<file path="src/rtl/mips_muldiv_pkg.sv">
// Shared types and constants for the mips_muldiv iterative multiply/divide unit.
package mips_muldiv_pkg;

   localparam int MULDIV_DATA_W = 32;
   localparam logic [MULDIV_DATA_W-1:0] DIV0_QUOTIENT = '1;

   typedef enum logic [2:0] {
      OP_MULT  = 3'd0,
      OP_MULTU = 3'd1,
      OP_DIV   = 3'd2,
      OP_DIVU  = 3'd3,
      OP_MTHI  = 3'd4,
      OP_MTLO  = 3'd5
   } muldiv_op_t;

   typedef enum logic [1:0] {
      ST_IDLE = 2'd0,
      ST_CALC = 2'd1,
      ST_FIX  = 2'd2
   } muldiv_state_t;

endpackage

</file>
<file path="src/rtl/mips_muldiv_step.sv">
// One radix-2 iteration: shift-add multiply or restoring shift-subtract divide.
module mips_muldiv_step #(
   parameter int DATA_W = 32
) (
   input  logic                  is_div_i,
   input  logic [2*DATA_W-1:0]   acc_i,
   input  logic [DATA_W-1:0]     opnd_i,
   output logic [2*DATA_W-1:0]   acc_o
);

   logic [DATA_W:0] sum;
   logic [DATA_W:0] rem_sh;
   logic [DATA_W:0] diff;

   // Multiply: acc = {partial, multiplier}, shifted right one bit per step.
   // Divide:   acc = {remainder, dividend/quotient}, shifted left one bit per step.
   assign sum    = {1'b0, acc_i[2*DATA_W-1:DATA_W]} + {1'b0, opnd_i};
   assign rem_sh = acc_i[2*DATA_W-1:DATA_W-1];
   assign diff   = rem_sh - {1'b0, opnd_i};

   always_comb begin
      acc_o = acc_i;
      if (is_div_i) begin
         if (!diff[DATA_W])
            acc_o = {diff[DATA_W-1:0], acc_i[DATA_W-2:0], 1'b1};
         else
            acc_o = {rem_sh[DATA_W-1:0], acc_i[DATA_W-2:0], 1'b0};
      end else begin
         if (acc_i[0])
            acc_o = {sum, acc_i[DATA_W-1:1]};
         else
            acc_o = {1'b0, acc_i[2*DATA_W-1:1]};
      end
   end

endmodule

</file>
<file path="src/rtl/mips_muldiv.sv">
// Iterative MIPS multiply/divide unit owning HI/LO.
// Define MIPS_MULDIV_FAST_MUL_EN for single-cycle combinational MULT/MULTU.
module mips_muldiv
   import mips_muldiv_pkg::*;
#(
   parameter int DATA_W = MULDIV_DATA_W,
   parameter int CNT_W  = $clog2(DATA_W) + 1
) (
   input  logic              clk,
   input  logic              reset,
   input  logic              start,
   input  logic [2:0]        op,
   input  logic [DATA_W-1:0] src_a,
   input  logic [DATA_W-1:0] src_b,
   output logic              busy,
   output logic              done,
   output logic [DATA_W-1:0] hi,
   output logic [DATA_W-1:0] lo
);

   muldiv_state_t       state_q, state_d;
   logic [CNT_W-1:0]    cnt_q, cnt_d;
   logic [2*DATA_W-1:0] acc_q, acc_d, step_acc;
   logic [DATA_W-1:0]   opnd_q, opnd_d;
   logic [DATA_W-1:0]   hi_q, hi_d, lo_q, lo_d;
   logic                is_div_q, is_div_d;
   logic                neg_quo_q, neg_quo_d;
   logic                neg_rem_q, neg_rem_d;
   logic                div0_q, div0_d;
   logic                done_q, done_d;

   muldiv_op_t          op_e;
   logic                sgn_op, is_div_op, accept;
   logic [DATA_W-1:0]   abs_a, abs_b, quot, rem;
   logic [2*DATA_W-1:0] prod;

   assign op_e      = muldiv_op_t'(op);
   assign sgn_op    = (op_e == OP_MULT) || (op_e == OP_DIV);
   assign is_div_op = (op_e == OP_DIV) || (op_e == OP_DIVU);
   assign abs_a     = (sgn_op && src_a[DATA_W-1]) ? -src_a : src_a;
   assign abs_b     = (sgn_op && src_b[DATA_W-1]) ? -src_b : src_b;

   assign prod = neg_quo_q ? -acc_q : acc_q;
   assign quot = acc_q[DATA_W-1:0];
   assign rem  = acc_q[2*DATA_W-1:DATA_W];

`ifdef MIPS_MULDIV_FAST_MUL_EN
   logic [2*DATA_W-1:0] ext_a, ext_b, fast_prod;
   assign ext_a     = {{DATA_W{sgn_op & src_a[DATA_W-1]}}, src_a};
   assign ext_b     = {{DATA_W{sgn_op & src_b[DATA_W-1]}}, src_b};
   assign fast_prod = ext_a * ext_b;
`endif

   mips_muldiv_step #(.DATA_W(DATA_W)) u_step (
      .is_div_i (is_div_q),
      .acc_i    (acc_q),
      .opnd_i   (opnd_q),
      .acc_o    (step_acc)
   );

   always_comb begin
      state_d   = state_q;
      cnt_d     = cnt_q;
      acc_d     = acc_q;
      opnd_d    = opnd_q;
      hi_d      = hi_q;
      lo_d      = lo_q;
      is_div_d  = is_div_q;
      neg_quo_d = neg_quo_q;
      neg_rem_d = neg_rem_q;
      div0_d    = div0_q;
      done_d    = 1'b0;
      accept    = 1'b0;
      case (state_q)
         ST_IDLE: begin
            if (start) begin
               case (op_e)
                  OP_MULT, OP_MULTU: begin
`ifdef MIPS_MULDIV_FAST_MUL_EN
                     {hi_d, lo_d} = fast_prod;
                     done_d       = 1'b1;
`else
                     accept = 1'b1;
`endif
                  end
                  OP_DIV, OP_DIVU: accept = 1'b1;
                  OP_MTHI:         hi_d = src_a;
                  OP_MTLO:         lo_d = src_a;
                  default: ;
               endcase
            end
            if (accept) begin
               acc_d     = is_div_op ? {{DATA_W{1'b0}}, abs_a} : {{DATA_W{1'b0}}, abs_b};
               opnd_d    = is_div_op ? abs_b : abs_a;
               is_div_d  = is_div_op;
               neg_quo_d = sgn_op & (src_a[DATA_W-1] ^ src_b[DATA_W-1]);
               neg_rem_d = sgn_op & is_div_op & src_a[DATA_W-1];
               div0_d    = is_div_op && (src_b == '0);
               cnt_d     = '0;
               state_d   = ST_CALC;
            end
         end
         ST_CALC: begin
            acc_d = step_acc;
            cnt_d = cnt_q + 1'b1;
            if (cnt_q == CNT_W'(DATA_W - 1))
               state_d = ST_FIX;
         end
         ST_FIX: begin
            // Divide-by-zero remainder is |a|; the dividend-sign fix turns it back into src_a.
            if (is_div_q) begin
               lo_d = div0_q ? '1 : (neg_quo_q ? -quot : quot);
               hi_d = neg_rem_q ? -rem : rem;
            end else begin
               {hi_d, lo_d} = prod;
            end
            done_d  = 1'b1;
            state_d = ST_IDLE;
         end
         default: state_d = ST_IDLE;
      endcase
   end

   always_ff @(posedge clk) begin
      if (reset) begin
         state_q   <= ST_IDLE;
         cnt_q     <= '0;
         acc_q     <= '0;
         opnd_q    <= '0;
         hi_q      <= '0;
         lo_q      <= '0;
         is_div_q  <= 1'b0;
         neg_quo_q <= 1'b0;
         neg_rem_q <= 1'b0;
         div0_q    <= 1'b0;
         done_q    <= 1'b0;
      end else begin
         state_q   <= state_d;
         cnt_q     <= cnt_d;
         acc_q     <= acc_d;
         opnd_q    <= opnd_d;
         hi_q      <= hi_d;
         lo_q      <= lo_d;
         is_div_q  <= is_div_d;
         neg_quo_q <= neg_quo_d;
         neg_rem_q <= neg_rem_d;
         div0_q    <= div0_d;
         done_q    <= done_d;
      end
   end

   assign busy = (state_q != ST_IDLE);
   assign done = done_q;
   assign hi   = hi_q;
   assign lo   = lo_q;

endmodule
</file>
<file path="config.mk">
export PLATFORM = sky130hd
export DESIGN_NAME = mips_muldiv
export DESIGN_NICKNAME = d
export VERILOG_FILES = /design/src/rtl/mips_muldiv_pkg.sv /design/src/rtl/mips_muldiv_step.sv /design/src/rtl/mips_muldiv.sv
export SDC_FILE = /design/constraint.sdc
export NUM_CORES = 1
export LEC_CHECK = 0
export CAP_MARGIN = 15
export CORE_ASPECT_RATIO = 1.25
export CORE_MARGIN = 2
export CORE_UTILIZATION = 45
export CTS_CLUSTER_SIZE = 40
export DETAILED_ROUTE_END_ITERATION = 8
export PLACE_DENSITY = 0.72
export SETUP_SLACK_MARGIN = 0.05
export SYNTH_ARGS = -nofsm -noshare
export SYNTH_HDL_FRONTEND = slang
export SYNTH_HIERARCHICAL = 1
export SYNTH_SLANG_ARGS = --single-unit
</file>
<file path="constraint.sdc">
create_clock -name clk -period 6.09 [get_ports clk]
set_input_delay 1.218 -clock clk [delete_from_list [all_inputs] [get_ports clk]]
set_output_delay 1.218 -clock clk [all_outputs]
set_load 0.02 [all_outputs]
</file>
==> impl_metrics.json, run 1 <==
{
  "row_count": 76,
  "ys_seq_area_frac": 0.223,
  "p_sw_frac": 0.370,
  "startpoint_type": "flip-flop",
  "maxSlewViolCount": 0,
  "r2r-end": "acc_q[40]",
  "finalNonFillerCells": 2469,
  "synth_edf_count": 0,
  "vias": 17006,
  "r2r_cells": 14,
  "finalCritPeriodShare": 0.682,
  "total_power_mw": 3.50,
  "dp.cells": 2437,
  "crit_start": "acc_q[31]",
  "grt_max_degree": 71,
  "setup-tns-final_ns": 0,
  "worstPathMaxFanout": 16,
  "dp_hpwl_um": 45900,
  "p_clk_frac": 0.328,
  "area.growth.synth_to_final_pct": 13.2,
  "overflow": 0,
  "grt_usage": 0.334,
  "fin_skew_ns": 0.0166,
  "placed_area_um2": 17000,
  "arrival_ns": 4.48,
  "cts_hold_buffers": 0,
  "multi_input_area_um2": 11200,
  "avgSynthCellArea_um2": 7.81,
  "yosysWarnings": 6,
  "reg2reg_slack_ns": 1.94,
  "core_area_um2": 34200,
  "fillers": 3287,
  "required_ns": 6.42,
  "yosys_register_bits": 173,
  "fmax_ghz": 0.241,
  "die-area_um2": 36000,
  "drive_above_1_share": 0.0730,
  "seq_area_um2": 3470,
  "holdPathStages": 2,
  "path_clk_slew_ns": 0.07,
  "place.gp.congestion": 1.02,
  "worstMarginPinSlew_ns": 1.06,
  "synthCells": 1988,
  "numCtsBuffers": 17,
  "hold_viol_final": 0,
  "synth_ff_type": "dfxtp_1",
  "grt_pass1_wl_um": 92900,
  "nets": 2169,
  "cap_viol_max_count": 0,
  "synth_cell_type_count": 99,
  "p_int_mw": 2.21,
  "cts_buffer_depth": 2,
  "hold_path.class": "flip-flop to flip-flop",
  "async_reset_ff_frac": 0,
  "die_width_um": 170,
  "detail_route.wl_per_cell_um": 25.0,
  "clockRootBuffer": "clkbuf_16",
  "post_cts.repair.setup_buffers": 0,
  "vias_per_cell": 6.89,
  "critPathKind": "flip-flop to flip-flop",
  "drt_first_pass_iters": 7,
  "initial_core_util": 0.454,
  "clkLatencyLatePin_ns": 0.45,
  "ant_nets": 0,
  "min_delay_worst_endpoint": "opnd_q[2]",
  "r2r-start": "acc_q[31]",
  "powerDensity_nw_per_um2": 199,
  "power_frac_seq": 0.365,
  "chipHeight_um": 212,
  "drtIter0Drc": 2116,
  "syn_area_um2": 15500,
  "diodes": 0,
  "slew-limit-headroom": 0.292,
  "routed_wl_um": 61700,
  "switching_power_mw": 1.29,
  "cts_resized": 0,
  "clkSinkCount": 173,
  "route.detailed.drc": 0,
  "min_from": "opnd_q[2]",
  "crit_path_end_kind": "flip-flop",
  "rsz0062_at_grt": "no",
  "fin_area_um2": 17600,
  "h-tree-depth": 4,
  "top_level_ports": 136,
  "finalSetupViolations": 0,
  "outcome": "finished, final reports clean",
  "syn_nets": 2129,
  "combPwrFrac": 0.308,
  "antenna_found_initial": 1,
  "grt_pass1_vias": 15897,
  "cts_tree": "yes",
  "p_leak_nw": 6.70,
  "ir_worst_vdd_uv": 156,
  "min_period_ns": 4.15,
  "io_buffers": 135
}
logic make-up after synthesis:
logic type,after synthesis,share of synthesized area
AOI/OAI and AO/OA,671,0.303
and+or+nand+nor,619,0.209
buffers and inverters,204,0.0554
DFF,173,0.223
xor gates and xnor gates,158,0.0891
muxes,92,0.0620
adders and majority gates,71,0.0582
routing by layer:
| layer | share of wire | vias up | track usage |
|---|---|---|---|
| met1 | 0.37 | 8059 | 0.402 |
| met4 | 0.074 | 2 | 0.218 |
| met3 | 0.093 | 282 | 0.0595 |
| li1 | - | 7622 | - |
| met5 | 0.00028 | - | 0 |
| met2 | 0.46 | 1041 | 0.547 |
cell usage in the layout (no fill, tap or decap), drive strengths merged, types with 32 or more instances in the layout:
cell,netlist,routed
nor3,47,47
xnor2,79,79
inv,65,72
o31ai,36,36
a22oi,35,35
mux2,33,33
xor2,79,79
clkdlybuf4s50,0,134
nand3,45,45
a21o,36,36
o21ai,86,86
a221oi,46,46
a21oi,177,177
mux2i,59,59
nor2,142,142
ha,69,69
a211oi,35,35
dfxtp,173,173
a22o,34,34
nand2,160,160
nor2b,32,32
nor4,37,37
flip-flops by register name, indices dropped and copies added (netlist names):
name	count
is_div_q	1
neg_quo_q	1
done	1
lo	32
neg_rem_q	1
div0_q	1
cnt_q	6
state_q	2
hi	32
opnd_q	32
acc_q	64
synth_stat cells (36+ instances only):
| master | instances | area, um2 |
|---|---|---|
| nand3_1 | 45 | 225 |
| xor2_1 | 79 | 692 |
| ha_1 | 69 | 863 |
| inv_1 | 65 | 244 |
| nand2_1 | 159 | 597 |
| o21ai_0 | 79 | 395 |
| o31ai_1 | 36 | 270 |
| nor3_1 | 45 | 225 |
| nor2_1 | 142 | 533 |
| dfxtp_1 | 173 | 3460 |
| a21oi_1 | 175 | 876 |
| a221oi_1 | 46 | 403 |
| a21o_1 | 36 | 270 |
| clkbuf_1 | 112 | 420 |
| xnor2_1 | 79 | 692 |
| mux2i_1 | 59 | 591 |
final cells by class:
cell class | instances | area share
Multi-Input combinational cell | 1611 | 0.638
Sequential cell | 173 | 0.197
Timing Repair Buffer | 157 | 0.0863
Tap cell | 429 | 0.0305
Clock buffer | 17 | 0.0242
Inverter | 68 | 0.0145
Clock inverter | 14 | 0.00882
worst max-delay path by stage:
stage,endpoint,slack (ns),depth (start not counted)
after CTS,acc_q[48],2.01,14
after floorplan,acc_q[49],2.86,14
after global placement,opnd_q[16],1.91,7
final,acc_q[40],1.94,14
after detailed placement,acc_q[20],1.91,9
after global routing,acc_q[48],1.75,14
metrics by stage:
stage | hold slack (ns) | setup WS (ns) | utilization
finish | 0.473 | 1.94 | 0.514
global route | 0.501 | 1.75 | 0.514
CTS | 0.476 | 2.01 | 0.513
detailed placement | 0.467 | 1.91 | 0.496
global placement | 0.463 | 1.91 | 0.496
floorplan | 0.435 | 2.86 | -
power groups by stage:
stage	clock network, mW	logic (mW)	registers (mW)
floorplan	0	0.732	1.26
detailed placement	0	1.03	1.30
CTS	1.14	1.04	1.27
finish	1.15	1.08	1.28
global route	1.19	1.15	1.28
global placement	0	1.02	1.29
worst max-delay path, stage by stage (launching register included):
cell       delay (ns)
dfxtp_1          0.50
inv_1            0.13
ha_1             0.25
fa_1             0.42
nand2b_1         0.20
a21oi_2          0.20
o2111ai_2        0.18
a21boi_2         0.30
o2111ai_2        0.15
and3_4           0.20
nor3_4           0.48
buf_4            0.37
mux2i_1          0.31
mux2i_1          0.14
a22o_1           0.22
No activity file was read; power rests on OpenSTA's default activity.
==> inputs of run 2 (changes only) <==
--- a/config.mk
+++ b/config.mk
@@ -11,7 +11,7 @@
 export CORE_UTILIZATION = 45
 export CTS_CLUSTER_SIZE = 40
 export DETAILED_ROUTE_END_ITERATION = 8
-export PLACE_DENSITY = 0.72
+export PLACE_DENSITY = 0.74
 export SETUP_SLACK_MARGIN = 0.05
 export SYNTH_ARGS = -nofsm -noshare
 export SYNTH_HDL_FRONTEND = slang
==> constraint.sdc (replaced) <==
create_clock -name clk -period 3.6 [get_ports clk]
set_input_delay 0.72 -clock clk [delete_from_list [all_inputs] [get_ports clk]]
set_output_delay 0.72 -clock clk [all_outputs]
set_load 0.02 [all_outputs]
==> run 2 against run 1 <==
Against the previous run:
- via count grew 2.7%
- combinational power increased by 92%
- first-iteration DRC count fell by 12%
- die area stayed put
- largest power group unchanged
- global-route usage is 2.6 points higher
- register-to-register slack lost 1.7 ns
- count of clock-buffer cells in the layout increased by 2
- wire length increased by 7.3%
- fmax increased by 23%
- utilization increased by 3.1 points
==> impl_metrics.json, run 2 (synthesized netlist as in run 1, its figures left out) <==
{
  "outcome": "finished, final reports clean",
  "numCtsBuffers": 17,
  "met2_usage": 0.581,
  "area.growth.synth_to_final_pct": 20.2,
  "hold_path.class": "flip-flop to flip-flop",
  "clkSinkCount": 173,
  "vias_per_cell": 6.70,
  "final_common_cell": "a21oi_1",
  "slowest_delay_ns": 0.41,
  "grt_pass1_vias": 16891,
  "maxSlewViolCount": 0,
  "overflow": 0,
  "critPathKind": "flip-flop to flip-flop",
  "clkLatencyLatePin_ns": 0.46,
  "largest_reg_flops": 64,
  "finalSetupViolations": 0,
  "fillers": 3182,
  "place.gp.congestion": 1.03,
  "grt_usage": 0.361,
  "critical-path-top-delay-family": "compound AO/OA/AOI/OAI gates",
  "layout_common_cells": "174 x a21oi_1, 172 x dfxtp_1, 159 x nand2_1, 151 x buf_4, 139 x nor2_1",
  "setup_ws_ns": 0.221,
  "dp_worst_setup_slack_ns": 0.00333,
  "required_ns": 3.98,
  "routed_wl_um": 66200,
  "min_period_ns": 3.38,
  "dp_hpwl_um": 50800,
  "powerDensity_nw_per_um2": 330,
  "row_count": 76,
  "ant_nets": 0,
  "arrival_ns": 3.76,
  "route.detailed.drc": 0,
  "cap_viol_max_count": 0,
  "grt_pass1_wl_um": 99000,
  "p_leak_nw": 7.39,
  "hold_viol_final": 0,
  "startpoint_type": "flip-flop",
  "fin_skew_ns": 0.0192,
  "io_buffers": 135,
  "critPathBufInv": 4,
  "setup-tns-final_ns": 0,
  "worstMarginPinSlew_ns": 1.22,
  "drt_first_pass_iters": 6,
  "vias": 17457,
  "use_met3": 0.0609,
  "crit_path_end_kind": "flip-flop",
  "use_met1": 0.439,
  "cts_tree": "yes",
  "nets": 2303,
  "ir_worst_vdd_uv": 255,
  "worstPathMaxFanout": 10,
  "initial_core_util": 0.454,
  "clockRootBuffer": "clkbuf_16",
  "drtIter0Drc": 1868,
  "top_level_ports": 136,
  "slowest_stage": "fa_2",
  "diodes": 0,
  "grt_max_degree": 57,
  "crit_chain": "buf_6, inv_1, fa_2, nand2b_1, a21oi_2, o2111ai_2, a21boi_2, o2111ai_2, and3_4, nor3_4, buf_6, buf_4, nor2_1, a311oi_1, a22o_1",
  "largest-register": "acc_q",
  "cts_hold_buffers": 0,
  "core_area_um2": 34200,
  "die-area_um2": 36000,
  "rsz0062_at_grt": "no",
  "fmax_ghz": 0.296,
  "finalCritPeriodShare": 0.939,
  "path_clk_slew_ns": 0.08,
  "detail_route.wl_per_cell_um": 25.4,
  "cts_buffer_depth": 2,
  "chipHeight_um": 212,
  "h-tree-depth": 4,
  "grt_busiest_layer": "met2",
  "slew-limit-headroom": 0.186,
  "die_width_um": 170,
  "drive_above_1_share": 0.132,
  "antenna_found_initial": 0
}
## run 2: final cells by class
class | instances | area (um2) | share of cell area
multi-input cells | 1611 | 11200 | 0.603
flip-flops and latches | 173 | 3470 | 0.186
repair buffers | 291 | 2560 | 0.137
well taps | 429 | 537 | 0.0288
clock buffers | 19 | 433 | 0.0232
inverters | 68 | 255 | 0.0137
clock inverters | 13 | 163 | 0.00872
## run 2: path summary, 6_finish.rpt
path / from / end / slack [ns] / cells past startpoint
worst max-delay path: acc_q[32] / acc_q[32] / 0.22 / 15
worst min-delay path: opnd_q[2] / opnd_q[2] / 0.48 / 2
worst max register to register: acc_q[32] / acc_q[32] / 0.22 / 15
worst min register to register: opnd_q[2] / opnd_q[2] / 0.48 / 2
## run 2: stage by stage
stage | utilization | total power [mW] | std cells | hold WS, ns | cell area, um2
global route | 0.545 | 6.35 | 2604 | 0.500 | 18700
detailed placement | 0.526 | 4.08 | 2569 | 0.468 | 18000
finish | 0.545 | 6.15 | 2604 | 0.485 | 18700
CTS | 0.543 | 6.04 | 2601 | 0.481 | 18600
global placement | 0.526 | 4.06 | 2569 | 0.463 | 18000
floorplan | - | 3.36 | 1988 | 0.435 | 15500
## run 2: where the power goes
part	switching, mW	internal, mW
sequential	0.0938	1.99
clock	0.902	1.10
combinational	1.25	0.818
total	2.25	3.90
## run 2: repair_timing
action,CTS,global route
endpoints found under the setup margin,0,25
buffers inserted,0,2
gates resized for setup,0,12
## run 2: metal layers
layer / wire (um) / up-vias
li1: - / 7874
met1: 25100 / 8328
met2: 30200 / 982
met3: 5710 / 273
met4: 5190 / 0
met5: 0 / -
## run 2: worst register-to-register path, stage by stage, from the launching register on
cell,delay [ns]
dfxtp_1,0.35
buf_6,0.15
inv_1,0.09
fa_2,0.41
nand2b_1,0.19
a21oi_2,0.21
o2111ai_2,0.16
a21boi_2,0.24
o2111ai_2,0.14
and3_4,0.20
nor3_4,0.34
buf_6,0.24
buf_4,0.14
nor2_1,0.04
a311oi_1,0.22
a22o_1,0.20
==> inputs of run 3 (changes only) <==
--- a/config.mk
+++ b/config.mk
@@ -5,15 +5,17 @@
 export SDC_FILE = /design/constraint.sdc
 export NUM_CORES = 1
 export LEC_CHECK = 0
+export ABC_AREA = 1
 export CAP_MARGIN = 15
 export CORE_ASPECT_RATIO = 1.25
 export CORE_MARGIN = 2
 export CORE_UTILIZATION = 45
 export CTS_CLUSTER_SIZE = 40
 export DETAILED_ROUTE_END_ITERATION = 8
-export PLACE_DENSITY = 0.74
+export PLACE_DENSITY = 0.73
 export SETUP_SLACK_MARGIN = 0.05
 export SYNTH_ARGS = -nofsm -noshare
 export SYNTH_HDL_FRONTEND = slang
 export SYNTH_HIERARCHICAL = 1
 export SYNTH_SLANG_ARGS = --single-unit
+export TNS_END_PERCENT = 100
==> run 3 against run 2 <==
Against the previous run:
- sequential share of layout area shrank 1.9 points
- register-to-register slack improved by 0.22 ns
- final cell count rose by 54%
- via count rose by 29%
- utilization decreased by 2.8 points
- highest routed layer unchanged
- die area increased by 17%
- combinational power increased by 44%
- sequential cell count did not move
- critical path depth up 2
==> impl_metrics.json, run 3 <==
{
  "finalSetupViolations": 0,
  "die_width_um": 184,
  "finalNonFillerCells": 4021,
  "vias": 22446,
  "dp_hpwl_um": 61100,
  "syn_nets": 3524,
  "post_cts.repair.setup_buffers": 0,
  "cts_tree": "yes",
  "synth_edf_count": 0,
  "dp.cells": 3988,
  "ys_seq_area_frac": 0.190,
  "hold_viol_final": 0,
  "reg2reg_slack_ns": 0.44,
  "required_ns": 3.92,
  "async_reset_ff_frac": 0,
  "synthCells": 3383,
  "yosysMostFrequentCell": "nand2_1",
  "clockRootBuffer": "clkbuf_16",
  "grt_pass1_vias": 20250,
  "io_buffers": 135,
  "rsz0062_at_grt": "no",
  "holdWs_ns": 0.485,
  "r2r-end": "acc_q[0]",
  "detail_route.wl_per_cell_um": 19.1,
  "synth_area_leaders": "nand2_1 21%, dfxtp_1 19%, nand3_1 9.9%",
  "row_count": 82,
  "worstMarginPinSlew_ns": 0.943,
  "routed-wl-met3_um": 6540,
  "min_period_ns": 3.16,
  "synth_top_cell_area_share": 0.211,
  "min_delay_worst_endpoint": "cnt_q[1]",
  "clkLatencyLatePin_ns": 0.47,
  "yosysTopAreaCell": "nand2_1",
  "met1_length_um": 29600,
  "p_clk_frac": 0.278,
  "p_int_mw": 4.01,
  "yosysWarnings": 6,
  "cts_resized": 0,
  "final_core_util": 0.517,
  "drive_above_1_share": 0.0400,
  "fin_skew_ns": 0.0127,
  "route.detailed.drc": 0,
  "top_layer": "met4",
  "critPathKind": "flip-flop to flip-flop",
  "combPwrFrac": 0.417,
  "chipHeight_um": 229,
  "p_sw_frac": 0.438,
  "routed_wl_um": 76900,
  "ant_nets": 0,
  "drtIter0Drc": 2640,
  "final_common_cell": "nand2_1",
  "r2r-start": "acc_q[31]",
  "largest_reg_flops": 64,
  "initial_core_util": 0.455,
  "drt_first_pass_iters": 6,
  "syn_area_um2": 18300,
  "slew-limit-headroom": 0.370,
  "p_leak_nw": 9.99,
  "setup_ws_ns": 0.437,
  "holdPathStages": 2,
  "powerDensity_nw_per_um2": 344,
  "numCtsBuffers": 17,
  "top_level_ports": 136,
  "setup-tns-final_ns": 0,
  "arrival_ns": 3.49,
  "path_clk_slew_ns": 0.07,
  "overflow": 0,
  "fmax_ghz": 0.316,
  "crit_path_end_kind": "flip-flop",
  "grt_pass1_wl_um": 114000,
  "ir_worst_vdd_uv": 304,
  "cap_viol_max_count": 0,
  "dp_worst_setup_slack_ns": 0.399,
  "nets": 3602,
  "cts_buffer_depth": 2,
  "power_frac_seq": 0.305,
  "area.growth.synth_to_final_pct": 13.6,
  "core_area_um2": 40100,
  "startpoint_type": "flip-flop",
  "vias_per_cell": 5.58,
  "r2r_cells": 17,
  "h-tree-depth": 4,
  "layout_common_cells": "1026 x nand2_1, 458 x inv_1, 399 x nor2_1, 361 x nand3_1, 260 x a21oi_1",
  "place.gp.congestion": 1.07,
  "grt_usage": 0.356,
  "synth_ff_type": "dfxtp_1",
  "synth_cell_type_count": 54,
  "synth_common_cells": "1026 x nand2_1, 461 x inv_1, 401 x nor2_1",
  "largest-register": "acc_q",
  "switching_power_mw": 3.12,
  "hold_path.class": "flip-flop to flip-flop",
  "fillers": 4376,
  "grt_max_degree": 79,
  "min_from": "cnt_q[1]",
  "outcome": "finished, final reports clean",
  "cts_hold_buffers": 0,
  "clkSinkCount": 173,
  "antenna_found_initial": 1,
  "avgSynthCellArea_um2": 5.40,
  "yosys_register_bits": 173,
  "finalCritPeriodShare": 0.878,
  "met2_length_um": 33700,
  "die-area_um2": 42200,
  "worstPathMaxFanout": 33,
  "maxSlewViolCount": 0
}
==> run 3: kinds of logic (layout without fill, tap and decap cells) <==
| family | Yosys count | count (layout) | synth area share |
|---|---|---|---|
| simple gates | 1896 | 1896 | 0.432 |
| buf+inv | 601 | 692 | 0.130 |
| compound gates | 586 | 586 | 0.172 |
| flops | 173 | 173 | 0.190 |
| fa+ha+maj | 71 | 71 | 0.0495 |
| xor+xnor | 56 | 56 | 0.0268 |
| other cells | 0 | 1 | 0 |
==> run 3: stage by stage <==
stage                     total power [mW]  cell area [um2]
after floorplan                       4.19            18300
after global placement                5.08            20100
after detailed placement              5.08            20100
after CTS                             7.03            20700
after global routing                  7.50            20800
final                                 7.13            20800
==> run 3: how the worst max path moves through the flow <==
stage | startpoint | to | slack, ns | depth (start not counted)
global placement | acc_q[31] | acc_q[0] | 0.40 | 18
floorplan | acc_q[31] | acc_q[49] | 1.26 | 20
finish | acc_q[31] | acc_q[0] | 0.44 | 17
detailed placement | acc_q[31] | acc_q[0] | 0.40 | 18
global route | acc_q[31] | acc_q[59] | 0.17 | 20
CTS | acc_q[31] | acc_q[0] | 0.37 | 18
==> run 3: layout make-up <==
class	count	area [um2]	share of cell area
antenna	1	2.50	0.000121
tap	546	683	0.0329
timing repair buffer	184	1750	0.0845
multi-input combinational	2609	12500	0.600
inverter	476	1790	0.0863
sequential	173	3470	0.167
clock buffer	17	425	0.0205
clock inverter	15	183	0.00880
==> run 3: critical path, stage by stage, from the launching register on <==
cell	delay, ns
dfxtp_1	0.40
inv_1	0.12
ha_1	0.25
fa_1	0.42
inv_1	0.08
nand2_1	0.05
nand2_1	0.11
nand3_1	0.09
nand2_2	0.13
nand2_1	0.08
nand2_2	0.08
nand2_2	0.07
nand3_1	0.17
nand2_8	0.19
nand2_1	0.30
nand2_1	0.12
o221ai_1	0.29
a31oi_1	0.08
==> run 3: power by group through the flow <==
stage / Clock, mW / Sequential, mW / Combinational [mW]
4_1_cts: 1.97 / 2.16 / 2.89
2_1_floorplan: 0 / 2.19 / 2.00
5_1_grt: 2.05 / 2.18 / 3.27
3_5_place_dp: 0 / 2.21 / 2.87
6_report: 1.98 / 2.17 / 2.98
3_3_place_gp: 0 / 2.21 / 2.87
==> run 3: routing by layer <==
metal | vias to the layer above | GRT usage
met5 | - | 0
met4 | 0 | 0.290
met3 | 262 | 0.0444
met2 | 1172 | 0.558
met1 | 10010 | 0.435
li1 | 11002 | -
